[config.mk]
export PLATFORM = sky130hd
export DESIGN_NAME = dmux_stream
export DESIGN_NICKNAME = d
export VERILOG_FILES = /design/src/rtl/dmux_stream.sv
export SDC_FILE = /design/constraint.sdc
export NUM_CORES = 1
export LEC_CHECK = 0
export BUFFER_PORTS_ARGS = -buffer_cell sky130_fd_sc_hd__buf_2
export CORE_ASPECT_RATIO = 1.1
export CORE_MARGIN = 2
export CORE_UTILIZATION = 45
export CTS_CLUSTER_DIAMETER = 40
export CTS_CLUSTER_SIZE = 40
export DETAILED_ROUTE_END_ITERATION = 12
export PLACE_DENSITY = 0.72
export SLEW_MARGIN = 15
export SYNTH_ARGS = -nofsm -noshare
export SYNTH_HDL_FRONTEND = slang
export SYNTH_SLANG_ARGS = --single-unit
[constraint.sdc]
create_clock -name clk -period 4.79 [get_ports clk]
set_input_delay 0.2395 -clock clk [delete_from_list [all_inputs] [get_ports clk]]
set_output_delay 0.2395 -clock clk [all_outputs]
set_load 0.02 [all_outputs]
[src/rtl/dmux_stream.sv]
// dmux_stream: one-to-NWAY stream demultiplexer with per-channel one-entry
// output registers and an accepted-transfer counter.
//
// Routes each accepted input word either to a single channel (unicast,
// channel in_sel) or to every channel at once (broadcast). Each channel
// holds one word until its consumer takes it. A channel may drain and
// refill on the same edge, so one channel sustains one word per cycle.
//
// Ports
//   clk        in   rising-edge clock
//   reset      in   asynchronous active-high reset
//   in_data    in   [WIDTH-1:0] word to route
//   in_sel     in   [SEL_W-1:0] destination channel for unicast
//   in_bcast   in   1: broadcast to all channels, 0: unicast to in_sel
//   in_valid   in   upstream offers a word
//   in_ready   out  word accepted this cycle (combinational)
//   out_data   out  [NWAY*WIDTH-1:0] channel k word at [k*WIDTH +: WIDTH]
//   out_valid  out  [NWAY-1:0] channel k holds a word
//   out_ready  in   [NWAY-1:0] channel k consumer takes its word
//   xfer_cnt   out  [15:0] accepted input transfers, wraps at 16'hFFFF
module dmux_stream #(
    parameter int WIDTH = 16,
    parameter int SEL_W = 3
) (
    input  logic                        clk,
    input  logic                        reset,
    input  logic [WIDTH-1:0]            in_data,
    input  logic [SEL_W-1:0]            in_sel,
    input  logic                        in_bcast,
    input  logic                        in_valid,
    output logic                        in_ready,
    output logic [(2**SEL_W)*WIDTH-1:0] out_data,
    output logic [(2**SEL_W)-1:0]       out_valid,
    input  logic [(2**SEL_W)-1:0]       out_ready,
    output logic [15:0]                 xfer_cnt
);

    localparam int NWAY = 2**SEL_W;

    logic [NWAY*WIDTH-1:0] data_r;
    logic [NWAY-1:0]       valid_r;
    logic [15:0]           cnt_r;

    logic [NWAY-1:0]       free_s;
    logic [NWAY-1:0]       load_s;
    logic                  ready_s;
    logic                  accept_s;

    // A channel is free when empty, or when its word leaves on this edge.
    assign free_s   = ~valid_r | out_ready;
    assign accept_s = in_valid & ready_s;

    // Input readiness: unicast needs only the target channel, broadcast needs all.
    always_comb begin
        ready_s = 1'b0;
        if (in_bcast) begin
            ready_s = &free_s;
        end else begin
            ready_s = free_s[in_sel];
        end
    end

    // Per-channel load enables for the accepted word.
    always_comb begin
        load_s = '0;
        for (int k = 0; k < NWAY; k++) begin
            if (accept_s && (in_bcast || (in_sel == SEL_W'(k)))) begin
                load_s[k] = 1'b1;
            end else begin
                load_s[k] = 1'b0;
            end
        end
    end

    // Channel registers: load wins over drain so refill keeps the flag set.
    always_ff @(posedge clk or posedge reset) begin
        if (reset) begin
            data_r  <= '0;
            valid_r <= '0;
        end else begin
            for (int k = 0; k < NWAY; k++) begin
                if (load_s[k]) begin
                    data_r[k*WIDTH +: WIDTH] <= in_data;
                    valid_r[k]               <= 1'b1;
                end else if (valid_r[k] && out_ready[k]) begin
                    valid_r[k] <= 1'b0;
                end
            end
        end
    end

    // Transfer counter: a broadcast counts once; wraps naturally at 16 bits.
    always_ff @(posedge clk or posedge reset) begin
        if (reset) begin
            cnt_r <= 16'd0;
        end else if (accept_s) begin
            cnt_r <= cnt_r + 16'd1;
        end
    end

    assign in_ready  = ready_s;
    assign out_data  = data_r;
    assign out_valid = valid_r;
    assign xfer_cnt  = cnt_r;

endmodule

## Word-level counts from Yosys, hierarchy flattened

Cells that the tools add are included.
Widths: inputs -> output; s select.

- Bits in registers: 152
- Latch bits: 0
- RAM bits: 0
- ROM bits: 0
- Output and inout bits: 153
- Logic and storage cells: 90
- Memories: 0

- Add/subtract/negate cells: 1
- $mul: 0
- Divide/modulo/power cells: 0
- $lt $le $gt $ge: 1
- Equality and inequality tests: 7
- Shift-type cells: 0
- Muxes and demuxes: 27
- Bitwise gates (word level): 3
- Reduce and logical (&&, ||, !) cells: 34

Operators with widths:

| kind | count |
|---|---|
| $mux 1 | 26 |
| $add 16x1->16 const B | 1 |
| $logic_and 1x1->1 | 16 |
| $reduce_bool 2->1 | 8 |
| $eq 3x3->1 const B | 4 |
| $logic_or 1x1->1 | 8 |
| $not 8->8 | 1 |
| $or 8x8->8 | 1 |
| $reduce_and 8->1 | 1 |
| $eq 3x2->1 const B | 2 |
| $lt 3x4->1 const B | 1 |
| $bmux 1 s3 | 1 |
| $eq 3x1->1 const B | 1 |
| $logic_not 3->1 | 1 |
| $and 1x1->1 | 1 |

## Depth between registers and ports, before layout

Gate-level depths: netlist (run 1).

- Depth after elaboration: 9
- Depth in mapped cells: 9
- Mapped depth without buffers: 6

## Least setup slack after synthesis (run 1)

No wires, ideal clock.

- Kind: in2reg
- From: input port in_sel[0]
- To: register data_r[100], in the netlist out_data[100]
- Library setup time: 0.128 ns
- Arrival time: 2.239 ns
- Data required time: 4.662 ns
- Path slack: 2.423 ns
- Stages: 9
- Buffers on the path: 3
- Cells stage by stage: clkbuf_1 > or4b_1 > o311ai_1 > nor2_1 > a211oi_2 > buf_4 > nor2_2 > buf_2 > mux2_1

- Word-level cells in the longest chain between the ends: 6
- Elaborated cells on any way between the ends: 8
- Those cells by class: eq/ne: 1; mux: 4; bitwise: 1; reduce/logical: 2

Ends and longest elaborated chain:

| item | RTL line | RTL |
|---|---|---|
| start: declaration | 28 | `input logic [SEL_W-1:0] in_sel,` |
| $bmux 1 s3 | 59 | `ready_s = free_s[in_sel];` |
| $mux 1 (implied by the code) | 59 |  |
| $mux 1 | 56 | `if (in_bcast) begin` |
| $and 1x1->1 | 51 | `assign accept_s = in_valid & ready_s;` |
| $logic_and 1x1->1 (*) | 67 | `if (accept_s && (in_bcast \|\| (in_sel == SEL_W'(k)))) begin` |
| $mux 1 (*) | 67 |  |
| end signal: indexed assignment | 83 | `data_r[k*WIDTH +: WIDTH] <= in_data;` |
| end: declaration | 40 | `logic [NWAY*WIDTH-1:0] data_r;` |

Mark *: on every way between the ends. The rest lies on a longest branch, timed or not. The select of a mux whose other input is x is not followed.
A chain may end at the register's enable or synchronous reset.

## Worst setup path after layout (run 1)

- From: register valid_r[0], in the netlist out_valid[0]
- To: register data_r[4], in the netlist out_data[4]

- Word-level cells in the longest chain between the ends: 8
- Elaborated cells on any way between the ends: 9
- Those cells by class: mux: 4; bitwise: 3; reduce/logical: 2

Ends and longest elaborated chain:

| item | RTL line | RTL |
|---|---|---|
| start: declaration | 41 | `logic [NWAY-1:0] valid_r;` |
| start signal: assignment | 79 | `valid_r <= '0;` |
| start signal: indexed assignment | 84 | `valid_r[k] <= 1'b1;` |
| start signal: indexed assignment | 86 | `valid_r[k] <= 1'b0;` |
| $not 8->8 (*) | 50 | `assign free_s = ~valid_r \| out_ready;` |
| $or 8x8->8 (*) | 50 |  |
| $bmux 1 s3 | 59 |  |
| $mux 1 (implied by the code) | 59 |  |
| $mux 1 (*) | 56 |  |
| $and 1x1->1 (*) | 51 |  |
| $logic_and 1x1->1 (*) | 67 |  |
| $mux 1 (*) | 67 |  |

Marked as above.

==> flow_summary.json, run 1 <==
{
  "outcome": "completed",
  "arrival_ps": 3220,
  "wl_per_cell_um": 18.96,
  "met1_usage_pct": 26.78,
  "core_area_um2": 13050,
  "critPathKind": "reg -> reg",
  "syn_nets": 427,
  "nets": 616,
  "antenna_found_initial": 0,
  "p_leak_nw": 3.579,
  "die_w_um": 113.6,
  "final_max_slew_viol_count": 0,
  "io_pins": 184,
  "synthCells": 395,
  "overflow": 0,
  "min_path_type": "in -> async",
  "ant_nets": 0,
  "via_count": 4014,
  "grt_pass1_vias": 4139,
  "worst_pin_slew_ps": 1128,
  "grt_util_met2_pct": 35.22,
  "setup_viol": 0,
  "power_density_nw_per_um2": 640.5,
  "avgSynthCellArea_um2": 15.05,
  "cp_num_buf_inv": 1,
  "initial_utilization_pct": 45.57,
  "crit_fanout": 32,
  "grt_usage_pct": 21.33,
  "setup-tns-final_ps": 0,
  "final_hold_viol_count": 0,
  "numCtsBuffers": 17,
  "viasPerCell": 5.303,
  "n_antenna_cell": 0,
  "die_area_um2": 14150,
  "grt_busiest_layer": "met2",
  "syn2layout_area_growth_pct": 27.97,
  "port_buffers": 183,
  "timing.hold.ws_ps": 15.34,
  "ys_seq_area_share_pct": 63.97,
  "worst_setup_path_end_kind": "flip-flop",
  "drive_above_1_share_pct": 52.85,
  "cts_sinks": 152,
  "grt_pass1_wl_um": 22950,
  "clk_latency_ps": 420,
  "grt_max_degree": 104,
  "yosys_warnings": 0,
  "max-cap-violations": 0,
  "relSlewSlack_pct": 24.70,
  "post-route-period-util_pct": 60.87,
  "use_met3_pct": 6.034,
  "dp.final_hpwl_um": 10000,
  "period_minus_slack_ps": 2916,
  "cts_tree": "done",
  "cp-start-kind": "flip-flop",
  "critical_path.top_delay_family": "simple AND/OR/NAND/NOR gates",
  "cp_cell_sequence": "or3b_1 -> a21oi_1 -> nor4_1 -> a211oi_4 -> buf_4 -> nor2_2 -> mux2_2",
  "ys_types": 32,
  "htreeDepth": 4,
  "post_cts_buffers": 0,
  "cts_max_path_buffers": 2,
  "cpPeakStageDelay_ps": 890,
  "drt_iter0_markers": 142,
  "wirelength_um": 14350,
  "post-route-drc-count": 0,
  "dr.pass1.iters": 4,
  "ys_seq_elements": 152,
  "fillers": 1065,
  "holdBufCountCts": 0,
  "root_buffer": "clkbuf_16",
  "total_power_mw": 4.873,
  "utilization_pct": 58.31,
  "synth_area_um2": 5946,
  "final_cell_mix": "buf_2 (183), dfrtp_1 (152), mux2_2 (89)",
  "place.gp.congestion": 0.9221,
  "timing.fmax_ghz": 0.3430,
  "dieHeight_um": 124.6,
  "clk_pin_slew_ps": 60,
  "slowest_stage": "nor2_2",
  "rows": 44,
  "finClkSkew_ps": 8.762,
  "ir_drop_mv": 0.3381,
  "critPathRequiredTime_ps": 5090,
  "ctsResizeCount": 0,
  "rsz0062_at_grt": "false",
  "final_common_cell": "buf_2"
}
==> worst register-to-register path, delay by kind of cell, from the launching register on <==
kind	cells	cell delay, ps
muxes	1	440
AOI/OAI and AO/OA	2	160
DFF	1	410
and+or+nand+nor	3	1530
buffers and inverters	1	260
==> path summary, 6_finish.rpt <==
check | from | to | slack (ps) | cells past startpoint
max in group asynchronous | reset | out_data[23] | 3600 | 3
setup / recovery | out_valid[0] | out_data[4] | 1870 | 7
min in group clk | in_data[4] | out_data[84] | 140 | 2
setup reg to reg | out_valid[0] | out_data[4] | 1870 | 7
hold reg to reg | out_data[65] | out_data[65] | 480 | 1
hold / removal | reset | out_data[121] | 20 | 2
==> where the power goes <==
part | internal [mW] | total (mW) | switching (mW)
clock | 0.789 | 1.30 | 0.508
sequential | 1.71 | 1.97 | 0.256
combinational | 0.622 | 1.61 | 0.988
==> flip-flops by register name, indices dropped and copies added, names as in the netlist <==
signal     flops
out_valid      8
xfer_cnt      16
out_data     128
==> routing by layer <==
layer	up-vias	part of all wire (%)
met4	0	1.7
met5	-	0
met3	21	6.0
li1	1790	-
met1	2074	40
met2	129	52
==> cell type report <==
type                            count  area (um^2)  share of cell area (%)
Multi-Input combinational cell    224         2073                   27.25
Timing Repair Buffer              185        930.9                   12.23
Clock buffer                       19        452.9                   5.953
Tap cell                          161        201.4                   2.648
Inverter                            4        20.02                  0.2631
Clock inverter                     12        126.4                   1.661
Sequential cell                   152         3804                   49.99
==> cell usage after synthesis <==
cell type,n,share of area (%)
o22ai_1,1,0.11
nor2_1,10,0.63
and4_1,1,0.15
nor2_2,4,0.42
nand2_1,6,0.38
nand2b_1,10,1.1
o31a_1,1,0.15
a211oi_2,1,0.21
mux2_1,40,7.6
o311ai_1,1,0.15
o21ai_0,10,0.84
nor4_1,3,0.32
clkbuf_1,5,0.32
xor2_1,13,1.9
nand3b_1,1,0.13
buf_4,1,0.13
mux2_2,89,17
or3b_1,1,0.15
nor3b_1,2,0.25
nor4b_1,3,0.44
inv_1,4,0.25
or4b_1,1,0.17
a21oi_1,1,0.084
ha_1,1,0.21
xnor2_1,2,0.29
a31oi_1,8,0.84
nor3_1,6,0.51
dfrtp_1,152,64
buf_2,9,0.76
nor2b_1,1,0.11
nand4_1,3,0.32
nand3_1,4,0.34
==> cells by family (layout without fill, tap and decap cells) <==
| kind of cell | count (synthesis) | after routing | share of synthesized area (%) |
|---|---|---|---|
| AND/OR/NAND/NOR | 56 | 56 | 5.345 |
| adder cells (fa/ha/maj) | 1 | 1 | 0.2104 |
| multiplexers | 129 | 129 | 24.43 |
| XOR/XNOR | 15 | 15 | 2.210 |
| AO/OA/AOI/OAI | 23 | 23 | 2.378 |
| buffers and inverters | 19 | 220 | 1.452 |
| flip-flops | 152 | 152 | 63.97 |
==> through the flow <==
stage	std cells	setup slack (ps)	cell area, um^2
3_5_place_dp	726	1752	7029
4_1_cts	757	1825	7609
6_report	757	1874	7609
2_1_floorplan	395	457.4	5946
3_3_place_gp	726	1793	7029
5_1_grt	757	1669	7609
Power figures use the tool's default switching activity.
==> run 2, diff against run 1 <==
==> constraint.sdc (replaced) <==
create_clock -name clk -period 3 [get_ports clk]
set_input_delay 0.15 -clock clk [delete_from_list [all_inputs] [get_ports clk]]
set_output_delay 0.15 -clock clk [all_outputs]
set_load 0.02 [all_outputs]
==> run 2 against run 1 <==
  * Sequential share of layout area fell by 0.42 points
  * Worst setup slack lost 1600 ps
  * Clock-buffer cell count is 4 higher
  * Critical path depth stayed put
  * Largest cell class unchanged
==> flow_summary.json, run 2 (synthesis results as in run 1) <==
{
  "worst_pin_slew_ps": 1088,
  "final_common_cell": "buf_2",
  "antenna_found_initial": 0,
  "post-route-period-util_pct": 91.94,
  "nets": 621,
  "dp.final_hpwl_um": 10050,
  "ir_drop_mv": 0.5425,
  "cts_max_path_buffers": 2,
  "min_from": "in_data[2]",
  "max-cap-violations": 0,
  "grt_usage_pct": 20.82,
  "crit_fanout": 17,
  "power_density_nw_per_um2": 1014,
  "post_cts_buffers": 0,
  "final_max_slew_viol_count": 0,
  "setup_viol": 0,
  "min_path_type": "in -> reg",
  "grt_max_degree": 90,
  "core_area_um2": 13050,
  "relSlewSlack_pct": 27.38,
  "viasPerCell": 5.252,
  "r2r_start": "out_valid[0]",
  "port_buffers": 183,
  "dr.pass1.iters": 4,
  "clk_latency_ps": 420,
  "root_buffer": "clkbuf_16",
  "finClkSkew_ps": 15.88,
  "timing.fmax_ghz": 0.3626,
  "wl_per_cell_um": 18.81,
  "p_leak_nw": 3.607,
  "grt_pass1_vias": 4081,
  "rsz0062_at_grt": "false",
  "dieHeight_um": 124.6,
  "overflow": 0,
  "via_count": 4002,
  "drt_iter0_markers": 151,
  "fillers": 1079,
  "cts_sinks": 152,
  "place.gp.congestion": 0.9040,
  "io_pins": 184,
  "cp-start-kind": "flip-flop",
  "wirelength_um": 14330,
  "ant_nets": 0,
  "outcome": "completed",
  "syn2layout_area_growth_pct": 29.04,
  "arrival_ps": 3040,
  "grt_pass1_wl_um": 22440,
  "setup-tns-final_ps": 0,
  "worst_setup_path_end_kind": "flip-flop",
  "critPathKind": "reg -> reg",
  "period_minus_slack_ps": 2758,
  "final_cell_mix": "buf_2 (183), dfrtp_1 (152), mux2_2 (89)",
  "final_hold_viol_count": 0,
  "die_w_um": 113.6,
  "critPathRequiredTime_ps": 3280,
  "numCtsBuffers": 17,
  "initial_utilization_pct": 45.57,
  "total_power_mw": 7.781,
  "post-route-drc-count": 0,
  "clk_pin_slew_ps": 60,
  "cts_tree": "done",
  "crit_start": "out_valid[0]",
  "largest_register_ffs": 128,
  "drive_above_1_share_pct": 52.58,
  "ctsResizeCount": 0,
  "n_antenna_cell": 0,
  "die_area_um2": 14150,
  "rows": 44,
  "htreeDepth": 4
}
run 2: path summary, 6_finish.rpt:
| kind | cells past startpoint | slack, ps | to |
|---|---|---|---|
| max in group asynchronous | 4 | 2070 | out_data[63] |
| max reg2reg | 7 | 240 | out_data[87] |
| max | 7 | 240 | out_data[87] |
| min in group asynchronous | 3 | 220 | out_data[45] |
| min reg2reg | 1 | 470 | xfer_cnt[15] |
| min | 2 | 60 | out_data[114] |
run 2: metal layers:
metal / wire length, um / up-vias / global-route usage, %
li1: - / 1796 / -
met1: 5765 / 2065 / 24.71
met2: 7637 / 121 / 36.46
met3: 704 / 20 / 5.888
met4: 225 / 0 / 6.528
met5: 0 / - / 0
run 2: repair_timing:
item | 4_1_cts | 5_1_grt
hold endpoints to repair | 63 | 0
setup endpoints to repair | 0 | 0
hold buffers | 1 | 0
run 2: final cells by class:
class / count / area [um^2] / area share, %
timing repair buffer: 190 / 996.0 / 12.98
tap: 161 / 201.4 / 2.626
sequential: 152 / 3804 / 49.58
clock buffer: 23 / 478.0 / 6.230
clock inverter: 8 / 96.34 / 1.256
inverter: 4 / 18.77 / 0.2446
multi-input combinational: 224 / 2078 / 27.09
run 2: report_power, final:
part           total (mW)  switching [mW]  leakage, nW  internal, mW
logic                2.58            1.58         1.51          1.00
clock network        2.06           0.782        0.283          1.28
registers            3.14           0.405         1.81          2.73
total                7.78            2.76         3.61          5.02
run 2: metrics by stage:
stage / util, % / hold WS, ps / setup slack [ps] / instance area [um^2] / std cells
2_1_floorplan: - / 284.7 / 667.7 / 5949 / 395
3_3_place_gp: 54.29 / 82.65 / 328.3 / 7083 / 730
3_5_place_dp: 54.29 / 87.72 / 262.3 / 7083 / 730
4_1_cts: 58.76 / 45.51 / 273.8 / 7667 / 762
5_1_grt: 58.80 / 59.95 / 98.40 / 7672 / 762
6_report: 58.80 / 61.54 / 241.9 / 7672 / 762
run 2: worst max-delay path, stage by stage (launching register included):
cell and delay [ps]:
dfrtp_1 350, or3b_1 340, a21oi_1 190, nor4_1 90, buf_4 140, a211oi_4 660
nor2_2 410, mux2_1 420
==> run 3, diff against run 2 <==
==> constraint.sdc (replaced) <==
create_clock -name clk -period 3 [get_ports clk]
set_input_delay 0.45 -clock clk [delete_from_list [all_inputs] [get_ports clk]]
set_output_delay 0.45 -clock clk [all_outputs]
set_load 0.02 [all_outputs]
==> run 3 against run 2 <==
  * Critical path depth increased by 1
  * Clock-buffer cell count grew 1
  * Clock power about the same
  * Sequential power is essentially flat
  * Hold slack improved by 150 ps
  * Sequential share of layout area fell by 0.23 points
  * Clock skew down 9.8 ps
  * Maximum frequency rose by 5.0%
  * Critical path type unchanged
  * Largest cell class unchanged
==> flow_summary.json, run 3 (synthesis results as in run 1) <==
{
  "pre_cts_slack_ps": 131.0,
  "reg2reg_to": "out_data[124]",
  "setup-tns-final_ps": 0,
  "clk_latency_ps": 410,
  "grt_pass1_vias": 4299,
  "viasPerCell": 5.305,
  "critical_path.top_delay_family": "simple AND/OR/NAND/NOR gates",
  "worst-path-stages": 8,
  "r2r_slack_ps": 370,
  "dp.final_hpwl_um": 10250,
  "clk_pin_slew_ps": 60,
  "wirelength_um": 14600,
  "utilization_pct": 59.07,
  "cp_cell_sequence": "or3b_1 -> a21oi_1 -> nor4_1 -> buf_4 -> a211oi_4 -> buf_4 -> nor2_2 -> mux2_2",
  "drive_above_1_share_pct": 52.88,
  "setup_ws_ps": 372.6,
  "antenna_found_initial": 0,
  "relSlewSlack_pct": 24.42,
  "r2r_start": "out_valid[0]",
  "min_path_type": "in -> async",
  "rows": 44,
  "dr.pass1.iters": 4,
  "post_cts_buffers": 0,
  "setup_viol": 0,
  "largest_register_ffs": 128,
  "final_max_slew_viol_count": 0,
  "critPathRequiredTime_ps": 3300,
  "crit_fanout": 16,
  "finClkSkew_ps": 6.101,
  "die_area_um2": 14150,
  "reg2reg_depth": 8,
  "final_hold_viol_count": 0,
  "worst_pin_slew_ps": 1132,
  "syn2layout_area_growth_pct": 29.63,
  "cts_max_path_buffers": 2,
  "power_density_nw_per_um2": 1007,
  "nets": 627,
  "cts_tree": "done",
  "initial_utilization_pct": 45.57,
  "grt_pass1_wl_um": 23770,
  "post-route-period-util_pct": 87.58,
  "max-cap-violations": 0,
  "arrival_ps": 2930,
  "ctsResizeCount": 0,
  "p_leak_nw": 3.629,
  "die_w_um": 113.6,
  "cpPeakStageDelay_ps": 740,
  "via_count": 4074,
  "numCtsBuffers": 17,
  "crit_top_cell": "buf_4",
  "io_pins": 184,
  "cp-start-kind": "flip-flop",
  "worst_setup_path_end_kind": "flip-flop",
  "overflow": 0,
  "holdBufCountCts": 0,
  "dieHeight_um": 124.6,
  "cp_num_buf_inv": 2,
  "critPathKind": "reg -> reg",
  "slowest_stage": "nor2_2",
  "post-route-drc-count": 0,
  "final_cell_mix": "buf_2 (183), dfrtp_1 (152), mux2_2 (89)",
  "total_power_mw": 7.764,
  "root_buffer": "clkbuf_16",
  "wl_per_cell_um": 19.01,
  "n_antenna_cell": 0,
  "place.gp.congestion": 0.9526,
  "ir_drop_mv": 0.4855,
  "core_area_um2": 13050,
  "period_minus_slack_ps": 2627,
  "htreeDepth": 4,
  "final_common_cell": "buf_2",
  "grt_max_degree": 45,
  "timing.fmax_ghz": 0.3806,
  "port_buffers": 183,
  "drt_iter0_markers": 164,
  "rsz0062_at_grt": "false",
  "outcome": "completed",
  "cts_sinks": 152,
  "ant_nets": 0,
  "grt_usage_pct": 21.93
}
## run 3: cell types whose count changed in the layout (fill, tap and decap cells not counted), sizes merged
cell | before | now
clkinv | 5 | 4
buf | 189 | 196
clkbuf | 23 | 24
dlygate4sd3 | 1 | 0
## run 3: report_power, final
group          internal (mW)  switching [mW]
clock network           1.26           0.765
registers               2.73           0.407
logic                   1.01            1.58
## run 3: worst max path at each step
stage | startpoint | end | slack (ps)
after floorplan | in_sel[0] | out_data[100] | 420
after CTS | out_valid[0] | out_data[123] | 330
after global placement | in_sel[0] | out_data[95] | 100
final | out_valid[0] | out_data[124] | 370
after global routing | out_valid[0] | out_data[123] | 200
after detailed placement | in_sel[0] | out_data[124] | 130
## run 3: layout make-up
cell class	instances	area [um^2]
repair buffers	196	1039
clock buffers	24	471.7
fillers	1071	5340
clock inverters	7	95.09
flip-flops and latches	152	3804
well taps	161	201.4
multi-input cells	224	2078
inverters	4	18.77
## run 3: layer usage
metal / global-route usage [%] / routed length, um
met2: 36.98 / 7603
met4: 9.613 / 398
met5: 0 / 0
met1: 27.06 / 5941
met3: 4.769 / 656
## run 3: per-stage QoR
| stage | hold slack, ps | cells | cell area (um^2) |
|---|---|---|---|
| after floorplan | 577.8 | 395 | 5949 |
| after global placement | 454.1 | 737 | 7136 |
| after detailed placement | 465.1 | 737 | 7141 |
| after CTS | 226.9 | 768 | 7707 |
| after global routing | 255.9 | 768 | 7707 |
| final | 207.1 | 768 | 7707 |
